--- config.mk ---
export PLATFORM = sky130hd
export DESIGN_NAME = divider4
export DESIGN_NICKNAME = d
export VERILOG_FILES = /design/src/rtl/divider4_pkg.sv /design/src/rtl/divider4_ripple_subtractor.sv /design/src/rtl/divider4.sv
export SDC_FILE = /design/constraint.sdc
export NUM_CORES = 1
export LEC_CHECK = 0
export BUFFER_PORTS_ARGS = -buffer_cell sky130_fd_sc_hd__buf_2
export CAP_MARGIN = 20
export CORE_MARGIN = 2
export CORE_UTILIZATION = 45
export DETAILED_ROUTE_END_ITERATION = 8
export GPL_TIMING_DRIVEN = 0
export PLACE_DENSITY = 0.64
export SLEW_MARGIN = 10
export SYNTH_ARGS = -nofsm -noshare
export SYNTH_HDL_FRONTEND = slang
export SYNTH_HIERARCHICAL = 1
export SYNTH_SLANG_ARGS = --single-unit
--- constraint.sdc ---
create_clock -name clk -period 2.6 [get_ports clk]
set_input_delay 0.13 -clock clk [delete_from_list [all_inputs] [get_ports clk]]
set_output_delay 0.13 -clock clk [all_outputs]
set_load 0.01 [all_outputs]
--- src/rtl/divider4_pkg.sv ---
// Shared definitions for the sequential restoring divider: state encoding and default width.
package divider4_pkg;

    localparam int DEFAULT_WIDTH = 4;

    typedef enum logic [1:0] {
        IDLE = 2'd0,
        RUN  = 2'd1,
        DONE = 2'd2
    } state_t;

endpackage

--- src/rtl/divider4_ripple_subtractor.sv ---
// N-bit combinational subtractor built from full-subtractor cells with a rippling borrow,
// the same per-bit form the adder uses for its carry chain.
module ripple_subtractor #(
    parameter int N = 5
) (
    input  logic [N-1:0] a,
    input  logic [N-1:0] b,
    output logic [N-1:0] diff,
    output logic         bout
);

    logic [N:0] borrow;

    assign borrow[0] = 1'b0;

    for (genvar i = 0; i < N; i++) begin : g_cell
        assign diff[i]     = a[i] ^ b[i] ^ borrow[i];
        assign borrow[i+1] = (~a[i] & b[i]) | (~(a[i] ^ b[i]) & borrow[i]);
    end

    assign bout = borrow[N];

endmodule

--- src/rtl/divider4.sv ---
// Sequential unsigned restoring divider: one quotient bit per clock, start/done handshake,
// divide-by-zero reported with all-ones quotient and the dividend as remainder.
module divider4
    import divider4_pkg::*;
#(
    parameter int WIDTH = DEFAULT_WIDTH
) (
    input  logic             clk,
    input  logic             rst,
    input  logic             start,
    input  logic [WIDTH-1:0] dividend,
    input  logic [WIDTH-1:0] divisor,
    output logic             busy,
    output logic             done,
    output logic [WIDTH-1:0] quotient,
    output logic [WIDTH-1:0] remainder,
    output logic             div_by_zero
);

    localparam int CW = $clog2(WIDTH) + 1;

    state_t           state;
    state_t           state_next;
    logic [WIDTH-1:0] d_reg;
    logic [WIDTH-1:0] q_reg;
    logic [WIDTH-1:0] q_next;
    logic [WIDTH:0]   r_reg;
    logic [WIDTH:0]   r_shift;
    logic [WIDTH:0]   r_trial;
    logic [WIDTH:0]   r_next;
    logic [CW-1:0]    count;
    logic             bout;
    logic             accept;
    logic             zero_div;
    logic             last_iter;

    assign accept    = start && ((state == IDLE) || (state == DONE));
    assign zero_div  = (divisor == '0);
    assign last_iter = (count == CW'(1));

    // R is one bit wider than the operands so the trial subtract can never wrap.
    assign r_shift = (r_reg << 1) | {{WIDTH{1'b0}}, q_reg[WIDTH-1]};

    ripple_subtractor #(
        .N(WIDTH + 1)
    ) u_sub (
        .a   (r_shift),
        .b   ({1'b0, d_reg}),
        .diff(r_trial),
        .bout(bout)
    );

    assign r_next = bout ? r_shift : r_trial;
    assign q_next = {q_reg[WIDTH-2:0], ~bout};

    always_ff @(posedge clk or posedge rst) begin
        if (rst) begin
            state <= IDLE;
        end else begin
            state <= state_next;
        end
    end

    always_comb begin
        state_next = state;
        case (state)
            IDLE: begin
                if (start) state_next = zero_div ? DONE : RUN;
            end
            RUN: begin
                if (last_iter) state_next = DONE;
            end
            DONE: begin
                if (start) state_next = zero_div ? DONE : RUN;
                else       state_next = IDLE;
            end
            default: state_next = IDLE;
        endcase
    end

    // Results only move on the completion edge; a start during RUN is simply not accepted.
    always_ff @(posedge clk or posedge rst) begin
        if (rst) begin
            d_reg       <= '0;
            q_reg       <= '0;
            r_reg       <= '0;
            count       <= '0;
            busy        <= 1'b0;
            done        <= 1'b0;
            quotient    <= '0;
            remainder   <= '0;
            div_by_zero <= 1'b0;
        end else begin
            done <= 1'b0;
            if (accept) begin
                d_reg       <= divisor;
                q_reg       <= dividend;
                r_reg       <= '0;
                count       <= CW'(WIDTH);
                div_by_zero <= zero_div;
                busy        <= ~zero_div;
                done        <= zero_div;
                if (zero_div) begin
                    quotient  <= '1;
                    remainder <= dividend;
                end
            end else if (state == RUN) begin
                q_reg <= q_next;
                r_reg <= r_next;
                count <= count - CW'(1);
                if (last_iter) begin
                    busy      <= 1'b0;
                    done      <= 1'b1;
                    quotient  <= q_next;
                    remainder <= r_next[WIDTH-1:0];
                end
            end
        end
    end

endmodule

==> results of run 1 <==
-- worst min path at each step --
stage,end,slack (ns),depth (start not counted)
global placement,d_reg[2],0.38,3
floorplan,busy,0.20,1
CTS,d_reg[1],0.03,3
finish,d_reg[1],0.04,3
global route,q_reg[2],0.04,3
detailed placement,d_reg[1],0.38,3
-- power by group through the flow --
stage          clock (mW)  sequential, mW  combinational, mW
6_report            0.176           0.797               1.50
3_5_place_dp            0           0.794               1.08
3_3_place_gp            0           0.786               1.04
2_1_floorplan           0           0.811              0.749
4_1_cts             0.182           0.797               1.47
5_1_grt             0.197           0.828               1.65
-- through the flow --
step                      setup WS (ns)  utilization, %  power, mW  TNS [ns]
after floorplan                  0.0199               -       1.56         0
after global placement           -0.185            52.7       1.83    -0.681
after detailed placement         -0.223            52.7       1.87    -0.841
after CTS                        -0.118            57.5       2.45    -0.483
after global routing             -0.182            59.1       2.68    -0.984
final                           -0.0549            59.1       2.47    -0.156
-- final cells by class --
cell class	instances	area share, %
tap	44	3.08
buffer	8	2.17
sequential	28	39.2
clock buffer	3	1.26
inverter	15	3.43
timing repair buffer	28	10.3
multi-input combinational	88	40.6
-- critical path: cells and delay by family (launching register included) --
| kind | cells | cell delay, ns |
|---|---|---|
| adders and majority gates | 5 | 1.24 |
| DFF | 1 | 0.40 |
| buffers and inverters | 5 | 0.32 |
| muxes | 2 | 0.54 |
| AOI/OAI and AO/OA | 1 | 0.08 |
-- cell families (layout without fill, tap and decap cells) --
group | Yosys count | count (layout)
buffers and inverters | 24 | 54
AOI/OAI and AO/OA | 28 | 28
and+or+nand+nor | 44 | 44
muxes | 8 | 8
adders and majority gates | 7 | 7
DFF | 28 | 28
other | 1 | 1
-- timing repair --
| action | 4_1_cts | 5_1_grt |
|---|---|---|
| endpoints found under the setup margin | 6 | 9 |
| pin swaps | 4 | 2 |
| hold endpoints to repair | 0 | 12 |
| gates resized for setup | 23 | 8 |
| hold buffers | 0 | 1 |
| buffers inserted | 3 | 2 |
-- metal layers --
metal	global-route usage, %	vias to the layer above	wire, µm
li1	-	526	-
met1	26.8	523	1370
met2	30.1	21	1490
met3	2.77	2	115
met4	7.30	0	19
met5	0	-	0
-- cell usage in the layout (no fill, tap or decap), types with 2 or more instances in the layout --
cell type | synthesis | layout
mux2i_4 | 0 | 4
nor2_1 | 9 | 9
buf_2 | 7 | 28
ha_1 | 3 | 2
nor2b_1 | 2 | 2
inv_2 | 0 | 3
mux2_4 | 4 | 4
buf_4 | 0 | 4
a22oi_1 | 2 | 2
nor3b_1 | 4 | 4
o21ai_0 | 5 | 5
nand3_1 | 3 | 3
dfrtp_1 | 28 | 28
fa_2 | 0 | 4
o22ai_1 | 2 | 2
nand2_1 | 20 | 20
a21oi_1 | 9 | 5
a21oi_2 | 0 | 4
nand2b_1 | 2 | 2
clkbuf_4 | 0 | 3
a211oi_1 | 5 | 3
inv_1 | 15 | 11
==> run metrics, run 1 <==
outcome=finished, violations left; violated checks=negative setup slack; core area=3030 µm²; chip width=60.4 µm; synth cell count leaders=dfrtp_1, nand2_1, inv_1; register area=approximately 700 µm²; Synth area leader=dfrtp_1; Synth Area per Inst=a little over 10 µm²; detailed placement HPWL=~2100 µm; CTS tree=yes; largest family of logic cells by synthesized area=simple AND/OR/NAND/NOR gates; GRT Residual Overflow=0; IO Port Bufs=21; Top FF cell, synth=dfrtp_1; Final nets=between 150 and 200; Worst Hold Class=in -> reg; Clock Power Share=slightly above 7%; largest net degree at the start of global routing=29; Cells after DPL=a little over 200; Adder-Cell Fraction of Synth Area=~8.2%; crit path cell chain=inv_1 > ha_2 > inv_2 > fa_2 > inv_2 > fa_2 > fa_2 > inv_2 > fa_2 > clkinv_4 > mux2i_4 > a21oi_2 > mux2_4; Final Skew=~0.011 ns; CP max stage cell=dfrtp_1; Layout area overhead=25.0%; Synth Area in Simple Gates=roughly 16%; antenna cells=0; Design Area, Final=roughly 1800 µm²; WL/cell=roughly 14 µm; first-pass detailed-route iteration total=4; Cells after Synth=140; CP Launch Point=q_reg[3]; RSZ-0062 raised after global routing=yes; FFs w/ async S/R, synth=100%; EDFF count, synth=0; Hold Vio Cnt, Final=0; kind of critical path=reg -> reg; initial core utilization=between 40% and 50%; Post-Synth XOR/XNOR Area=0%; area of the multi-input gates=727 µm²; Ys Warns=6; Net Sw Power=a little over 1 mW; Max stage delay on crit path=roughly 0.40 ns; final hold slack=around 0.042 ns; GPL Wtd Cong=around 0.78; latest clock arrival within the worst-skew pair=0.33 ns; Max IR drop VDD=0.000593 V; reg2reg path depth=13; routed vias/inst=5.01; layout cells sized above 1=around 38%; # setup viols final=4; Worst Path Max Fanout=5; I/O pin cnt=22; Final Max Tran Viols=0; Internal=1.44 mW; antenna-violating nets left=0; Sink Count=28; Max Fclk=377 MHz; min-delay src=divisor[1]; Slew Limit Headroom=57.9%; Synth Area in Compound Gates=between 10% and 20%; share of the synthesized area in the top cell type=just under 50%; Clock H-tree levels=1; global-route wire length before repair=5130 µm; Tcrit/Tclk final=102%; mux cell area share after synthesis=between 6 and 7%; Lkg Pwr=0.837 nW; Worst EP required=roughly 2.8 ns; Cell Area, Synth=~1400 µm²; Layout fillers=249; Area contributors post-synth=dfrtp_1, fa_1, nand2_1, mux2_4, inv_1; Max Cap Viol=0; min Tclk post-route=around 2.7 ns; initial antenna violation count=0; Crit Reg-Reg Endpoint=remainder[2]; Total Routing Usage GR=19.1%; r2r startpoint=q_reg[3]; CP arrival=around 2.9 ns; Setup crit end kind=register; CP Capture Point=remainder[2]; die height=60.4 µm; Final WS setup=-0.0549 ns; via count=approximately 1100; CP most frequent cell=fa_2; FF+latch count, synth=28; power per cell area=roughly 1400 nW/µm²; power share of the combinational group=between 60% and 70%; post-synth cell types=29; row cnt=20; vias in the first global route=~1100; number of buffers on the longest clock path=2; placed instance area=between 1500 and 2000 µm²; die area=3650 µm²; Worst Max-Slew Pin Slew=roughly 0.63 ns; clock-pin slew on the worst setup and hold paths=~0.15 ns; worst reg2reg setup slack=-0.05 ns; syn nets=between 150 and 200; startpoint types=register; switching share of total power=41.6%; CTS root buffer=clkbuf_4; total CTS buffers=3; non-filler instance count after layout=214; sequential share of power=between 30% and 40%; sequential element share of the synthesized area=49.0%; final WL=about 3000 µm; DRC=0; DR iter-0 viols=32; top-count cell post-synth=dfrtp_1
(Power assumes the default switching activity.)
==> run 2, diff against run 1 <==
--- a/config.mk
+++ b/config.mk
@@ -5,9 +5,8 @@
 export SDC_FILE = /design/constraint.sdc
 export NUM_CORES = 1
 export LEC_CHECK = 0
-export BUFFER_PORTS_ARGS = -buffer_cell sky130_fd_sc_hd__buf_2
+export BUFFER_PORTS_ARGS = -buffer_cell sky130_fd_sc_hd__clkbuf_2
 export CAP_MARGIN = 20
-export CORE_MARGIN = 2
 export CORE_UTILIZATION = 45
 export DETAILED_ROUTE_END_ITERATION = 8
 export GPL_TIMING_DRIVEN = 0
==> run 2 against run 1 <==
The flow still finishes with violations (negative setup slack). Critical path depth is the same. Maximum frequency is essentially flat. Sequential cell count is the same. Global-route usage shrank 0.31 points. Clock skew shrank 0.0010 ns. Sequential share of layout area grew 0.84 points. Final area shrank 2.1%. Final cell count shrank 0.93%. Critical path type unchanged. Highest routed layer unchanged.
==> run metrics, run 2 (synthesis results as in run 1) <==
most frequent cells in the layout=dfrtp_1, clkbuf_2, nand2_1, inv_1, nor2_1; violated checks=negative setup slack; clock-pin slew on the worst setup and hold paths=0.15 ns (about the same); kind of critical path=reg -> reg; power share of the combinational group=57.8% (-2.8 points); CP most frequent cell=fa_2; Worst Max-Slew Pin Slew=0.640 ns (+0.0133 ns); detailed placement HPWL=2060 µm (-3.1%); register area=701 µm² (unchanged); CP arrival=2.89 ns (about the same); placed instance area=1600 µm² (unchanged); chip width=58.4 µm (-3.3%); Final Skew=0.00970 ns (-0.00101 ns); number of buffers on the longest clock path=2 (unchanged); GRT Residual Overflow=0 (unchanged); vias in the first global route=983 (-11%); initial core utilization=47.3% (unchanged); DRC=0 (unchanged); Internal=1.40 mW (-2.7%); startpoint types=register; global-route wire length before repair=4830 µm (-5.9%); RSZ-0062 raised after global routing=yes; switching share of total power=41.5% (-0.066 points); antenna-violating nets left=0 (unchanged); via count=1074 (+0.19%); DR iter-0 viols=42 (+31%); min Tclk post-route=2.66 ns (+0.00169 ns); Setup crit end kind=register; latest clock arrival within the worst-skew pair=0.33 ns (about the same); Max Fclk=376 MHz (about the same); Clock Power Share=8.9% (+1.8 points); Final WS setup=-0.0566 ns (-0.00169 ns); CTS root buffer=clkbuf_4; Design Area, Final=1750 µm² (-2.1%); # setup viols final=4 (unchanged); Slew Limit Headroom=57.0% (-0.90 points); row cnt=20 (unchanged); Worst Path Max Fanout=5 (unchanged); I/O pin cnt=22 (unchanged); Max stage delay on crit path=0.40 ns (about the same); layout cells sized above 1=36.3% (-1.3 points); Cells after DPL=205 (unchanged); routed vias/inst=5.07 (+1.1%); antenna cells=0 (unchanged); WL/cell=13.9 µm (-0.61%); Max Cap Viol=0 (unchanged); Sink Count=28 (unchanged); sequential share of power=33.3% (+1.0 points); total CTS buffers=3 (unchanged); Layout fillers=271 (+8.8%); final hold slack=0.0211 ns (-0.0211 ns); Tcrit/Tclk final=102% (about the same); Worst Hold Class=in -> reg; Final nets=187 (-1.6%); area of the multi-input gates=714 µm² (-1.7%); die height=58.4 µm (-3.3%); non-filler instance count after layout=212 (-0.93%); Net Sw Power=0.998 mW (-2.9%); initial antenna violation count=0 (unchanged); crit path cell chain=inv_1 > ha_2 > inv_2 > fa_2 > inv_2 > fa_2 > fa_2 > inv_2 > fa_2 > clkinv_4 > mux2i_4 > a21oi_2 > mux2_4; IO Port Bufs=21 (unchanged); leading cell type in the layout, fill and taps excluded=dfrtp_1; Max IR drop VDD=0.000484 V (-18%); Worst EP required=2.84 ns (about the same); Lkg Pwr=0.823 nW (-1.6%); core area=3030 µm² (unchanged); CP max stage cell=dfrtp_1; die area=3410 µm² (-6.5%); GPL Wtd Cong=0.776 (-0.93%); Clock H-tree levels=1 (unchanged); Layout area overhead=22.4%; CTS tree=yes; outcome=finished, violations left; Total Routing Usage GR=18.8% (-0.31 points); largest net degree at the start of global routing=29 (unchanged); first-pass detailed-route iteration total=4 (unchanged); final WL=2940 µm (-1.5%); post-route total power=2.40 mW (-2.8%); Hold Vio Cnt, Final=0 (unchanged); power per cell area=1370 nW/µm² (-0.69%); Final Max Tran Viols=0 (unchanged)
==> run 2: cell types whose count changed in the layout (fill, tap and decap cells not counted) <==
cell	delta
buf_16	-1
buf_4	-2
buf_8	+1
buf_6	-1
a211oi_4	-1
buf_2	-21
clkbuf_8	+1
a211oi_1	+1
clkbuf_2	+21
==> run 2: path summary, 6_finish.rpt <==
path	cells past startpoint	slack, ns	start	endpoint
hold / removal	3	0.02	divisor[2]	d_reg[2]
hold reg to reg	2	0.50	d_reg[1]	d_reg[1]
min in group asynchronous	3	0.36	rst	remainder[0]
max in group asynchronous	4	1.74	rst	q_reg[3]
setup reg to reg	13	-0.06	q_reg[3]	remainder[2]
setup / recovery	13	-0.06	q_reg[3]	remainder[2]
==> run 2: what timing repair did <==
action / 4_1_cts / 5_1_grt
pin swaps: 2 / 1
buffers inserted: 2 / 0
resized for setup: 20 / 8
hold buffers: 0 / 1
setup endpoints to repair: 4 / 9
endpoints found under the hold margin: 0 / 13
==> run 2: power groups by stage <==
stage / sequential, mW / clock (mW) / combinational (mW)
floorplan: 0.811 / 0 / 0.749
global placement: 0.789 / 0 / 1.04
detailed placement: 0.797 / 0 / 1.06
CTS: 0.800 / 0.214 / 1.39
global route: 0.825 / 0.230 / 1.53
finish: 0.800 / 0.214 / 1.39
==> run 2: final cells by class <==
cell class                 instances  share of cell area (%)
buffer                             8                    2.21
clock buffer                       4                    2.07
inverter                          15                    3.50
multi-input combinational         88                    40.8
sequential                        28                    40.0
tap                               44                    3.14
timing repair buffer              25                    8.29
==> run 2: layer usage <==
metal	global-route usage [%]	wire, µm
met2	30.0	1440
met3	1.98	68
met5	0	0
met4	5.10	25
met1	27.3	1400
==> run 2: through the flow <==
stage	util (%)	TNS, ns	setup slack, ns
after floorplan	-	0	0.0199
after global placement	52.7	-0.710	-0.184
after detailed placement	52.7	-0.748	-0.192
after CTS	57.3	-0.327	-0.0863
after global routing	57.9	-0.504	-0.136
final	57.9	-0.146	-0.0566
==> run 2: worst max-delay path: cells and delay by family (launching register included) <==
| kind | cells | cell delay, ns |
|---|---|---|
| mux | 2 | 0.54 |
| buf+inv | 5 | 0.32 |
| compound gates | 1 | 0.08 |
| flops | 1 | 0.40 |
| fa+ha+maj | 5 | 1.24 |
==> run 3, diff against run 2 <==
--- a/config.mk
+++ b/config.mk
@@ -5,12 +5,14 @@
 export SDC_FILE = /design/constraint.sdc
 export NUM_CORES = 1
 export LEC_CHECK = 0
+export ABC_AREA = 1
 export BUFFER_PORTS_ARGS = -buffer_cell sky130_fd_sc_hd__clkbuf_2
 export CAP_MARGIN = 20
 export CORE_UTILIZATION = 45
 export DETAILED_ROUTE_END_ITERATION = 8
 export GPL_TIMING_DRIVEN = 0
 export PLACE_DENSITY = 0.64
+export SETUP_SLACK_MARGIN = 0.05
 export SLEW_MARGIN = 10
 export SYNTH_ARGS = -nofsm -noshare
 export SYNTH_HDL_FRONTEND = slang
==> run 3 against run 2 <==
The run ends with design-rule violations left. Total power decreased by 13%. First-iteration DRC count increased by 31%. Utilization increased by 2.6 points. Sequential cell count unchanged.
==> run metrics, run 3 <==
outcome=finished, violations left; violated checks=design-rule violations; post-route total power=2.10 mW (-13%); CTS root buffer=clkbuf_4; WL/cell=12.0 µm (-13%); Sink Count=28 (unchanged); Net Sw Power=0.874 mW (-12%); GPL Wtd Cong=0.766 (-1.2%); Max Fclk=398 MHz (+5.7%); Top FF cell, synth=dfrtp_1; number of buffers on the longest clock path=2 (unchanged); initial core utilization=49.4% (+2.1 points); RSZ-0062 raised after global routing=yes; core area=2850 µm² (-5.8%); reg2reg path depth=17 (+4); Cells after Synth=172 (+23%); min-delay src=divisor[0]; antenna-violating nets left=0 (unchanged); Max IR drop VDD=0.000500 V (+3.4%); kind of critical path=reg -> reg; detailed placement HPWL=2070 µm (about the same); DR iter-0 viols=55 (+31%); share of the synthesized area in the top cell type=49.7% (+0.78 points); chip width=58.0 µm (-0.76%); Hold Vio Cnt, Final=0 (unchanged); Setup crit end kind=register; GRT Residual Overflow=0 (unchanged); Area contributors post-synth=dfrtp_1, nand2_1, fa_1, inv_1, nand3_1; CTS tree=yes; vias in the first global route=1099 (+12%); sequential share of power=35.6% (+2.3 points); layout cells sized above 1=27.2% (-9.1 points); die area=3360 µm² (-1.5%); final WL=2850 µm (-3.0%); FF+latch count, synth=28 (unchanged); power share of the combinational group=50.8% (-7.0 points); DRC=2 (+2); non-filler instance count after layout=237 (+12%); Synth area leader=dfrtp_1; Clock H-tree levels=1 (unchanged); Worst EP required=2.84 ns (about the same); via count=1161 (+8.1%); Tcrit/Tclk final=96.6% (-5.5 points); global-route wire length before repair=4850 µm (+0.41%); Cells after DPL=224 (+9.3%); Cell Area, Synth=1410 µm² (-1.6%); Finished Core Util=60.5% (+2.6 points); Worst Hold Path Cells=3 (unchanged); Internal=1.23 mW (-13%); CP arrival=2.75 ns (-0.14 ns); Total Routing Usage GR=18.9% (+0.10 points); worst reg2reg setup slack=0.09 ns (+0.14 ns); setup tns final=0 ns (+0.146 ns); Final Skew=0.00175 ns (-0.00794 ns); Synth Area per Inst=8.19 µm² (-20%); Crit Reg-Reg Endpoint=remainder[2]; power per cell area=1220 nW/µm² (-11%); Layout area overhead=22.5% (about the same); r2r startpoint=q_reg[3]; synth cell count leaders=nand2_1, dfrtp_1, inv_1; Hold Crit Endpoint=d_reg[0]; leading cell type in the layout, fill and taps excluded=nand2_1; total CTS buffers=3 (unchanged); Worst Hold Class=in -> reg; post-synth cell types=21 (-28%); Final Max Tran Viols=0 (unchanged); Lkg Pwr=0.970 nW (+18%); # setup viols final=0 (-4); first-pass detailed-route iteration total=6 (+2); FFs w/ async S/R, synth=100% (unchanged); clock-pin slew on the worst setup and hold paths=0.15 ns (about the same); Ys Warns=6 (unchanged); EDFF count, synth=0 (unchanged); top-count cell post-synth=nand2_1; routed vias/inst=4.90 (-3.3%); Max Cap Viol=0 (unchanged); Clock Power Share=13.6% (+4.7 points); Final nets=225 (+20%); switching share of total power=41.6% (+0.086 points); largest net degree at the start of global routing=29 (unchanged); IO Port Bufs=21 (unchanged); row cnt=19 (-5.0%); most frequent cells in the layout=nand2_1, dfrtp_1, clkbuf_2, inv_1, nand3_1; I/O pin cnt=22 (unchanged); final hold slack=0.0120 ns (-0.00903 ns); die height=58.0 µm (-0.76%); startpoint types=register; syn nets=190 (+20%); min Tclk post-route=2.51 ns (-0.144 ns); Layout fillers=266 (-1.8%); latest clock arrival within the worst-skew pair=0.32 ns (about the same); sequential element share of the synthesized area=49.7% (+0.78 points); Worst Path Max Fanout=6 (+1); initial antenna violation count=0 (unchanged); antenna cells=0 (unchanged)
==> run 3: cell types whose count changed after synthesis, moves of 4 or more <==
cell / change
nand2_1: +56
a211oi_1: -5
nor3b_1: -4
nand3_1: +7
inv_1: +6
nand2_2: +4
mux2i_1: -4
mux2_4: -4
nor2_1: -4
buf_2: -6
a21oi_1: -9
==> run 3: critical path, cell delays in order, from the launching register on <==
cell and delay (ns):
dfrtp_1 0.42, inv_1 0.06, ha_2 0.18, inv_2 0.05
fa_2 0.19, inv_2 0.04, fa_2 0.34, fa_2 0.35
inv_2 0.07, fa_2 0.21, inv_4 0.06, buf_4 0.13
nand2_2 0.04, nand2_1 0.05, nand2_1 0.07, nand2_1 0.06
nand2_1 0.06, nand2_1 0.05
==> run 3: what timing repair did <==
action                     4_1_cts  5_1_grt
setup buffers                    0        4
setup endpoints to repair        8        8
pin swaps                        0        1
hold endpoints to repair         3        7
hold buffers                     3        1
resized for setup                2       14
==> run 3: area by class of cell <==
class                   count  area, µm²  area share (%)
flip-flops and latches     28        701            40.6
plain buffers               4       31.3            1.81
clock buffers               3       22.5            1.31
multi-input cells         117        608            35.2
inverters                  23       91.3            5.29
well taps                  31       38.8            2.25
clock inverters             1       30.0            1.74
repair buffers             30        203            11.7
==> run 3: kinds of logic after synthesis <==
logic type | Yosys count | synth area share, %
fa+ha+maj | 7 | 8.35
buf+inv | 27 | 8.35
simple gates | 99 | 29.3
compound gates | 10 | 4.00
other cells | 1 | 0.266
flops | 28 | 49.7
==> run 3: worst max path at each step <==
stage | to | slack, ns | start | depth (start not counted)
floorplan | remainder[3] | 0.28 | q_reg[3] | 17
global placement | remainder[3] | 0.07 | q_reg[3] | 17
detailed placement | remainder[1] | 0.02 | q_reg[3] | 17
CTS | remainder[1] | 0.06 | q_reg[3] | 17
global route | remainder[3] | -0.06 | q_reg[3] | 17
finish | remainder[2] | 0.09 | q_reg[3] | 17
==> run 3: through the flow <==
| stage | setup slack, ns | cell area [µm²] |
|---|---|---|
| finish | 0.0873 | 1730 |
| global route | -0.0596 | 1730 |
| CTS | 0.0565 | 1640 |
| detailed placement | 0.0221 | 1550 |
| global placement | 0.0670 | 1550 |
| floorplan | 0.278 | 1410 |
==> run 3: metal layers <==
layer	track usage, %	part of all wire (%)	routed length, µm
met5	0	0	0
met3	2.01	2.6	74
met1	25.5	46	1300
met4	3.40	0.35	10
met2	33.2	51	1460
==> run 3: power by group through the flow <==
stage / combinational, mW / clock (mW) / sequential [mW]
6_report: 1.07 / 0.286 / 0.747
5_1_grt: 1.24 / 0.306 / 0.774
4_1_cts: 0.958 / 0.296 / 0.744
3_5_place_dp: 0.942 / 0 / 0.755
3_3_place_gp: 0.905 / 0 / 0.746
2_1_floorplan: 0.662 / 0 / 0.767
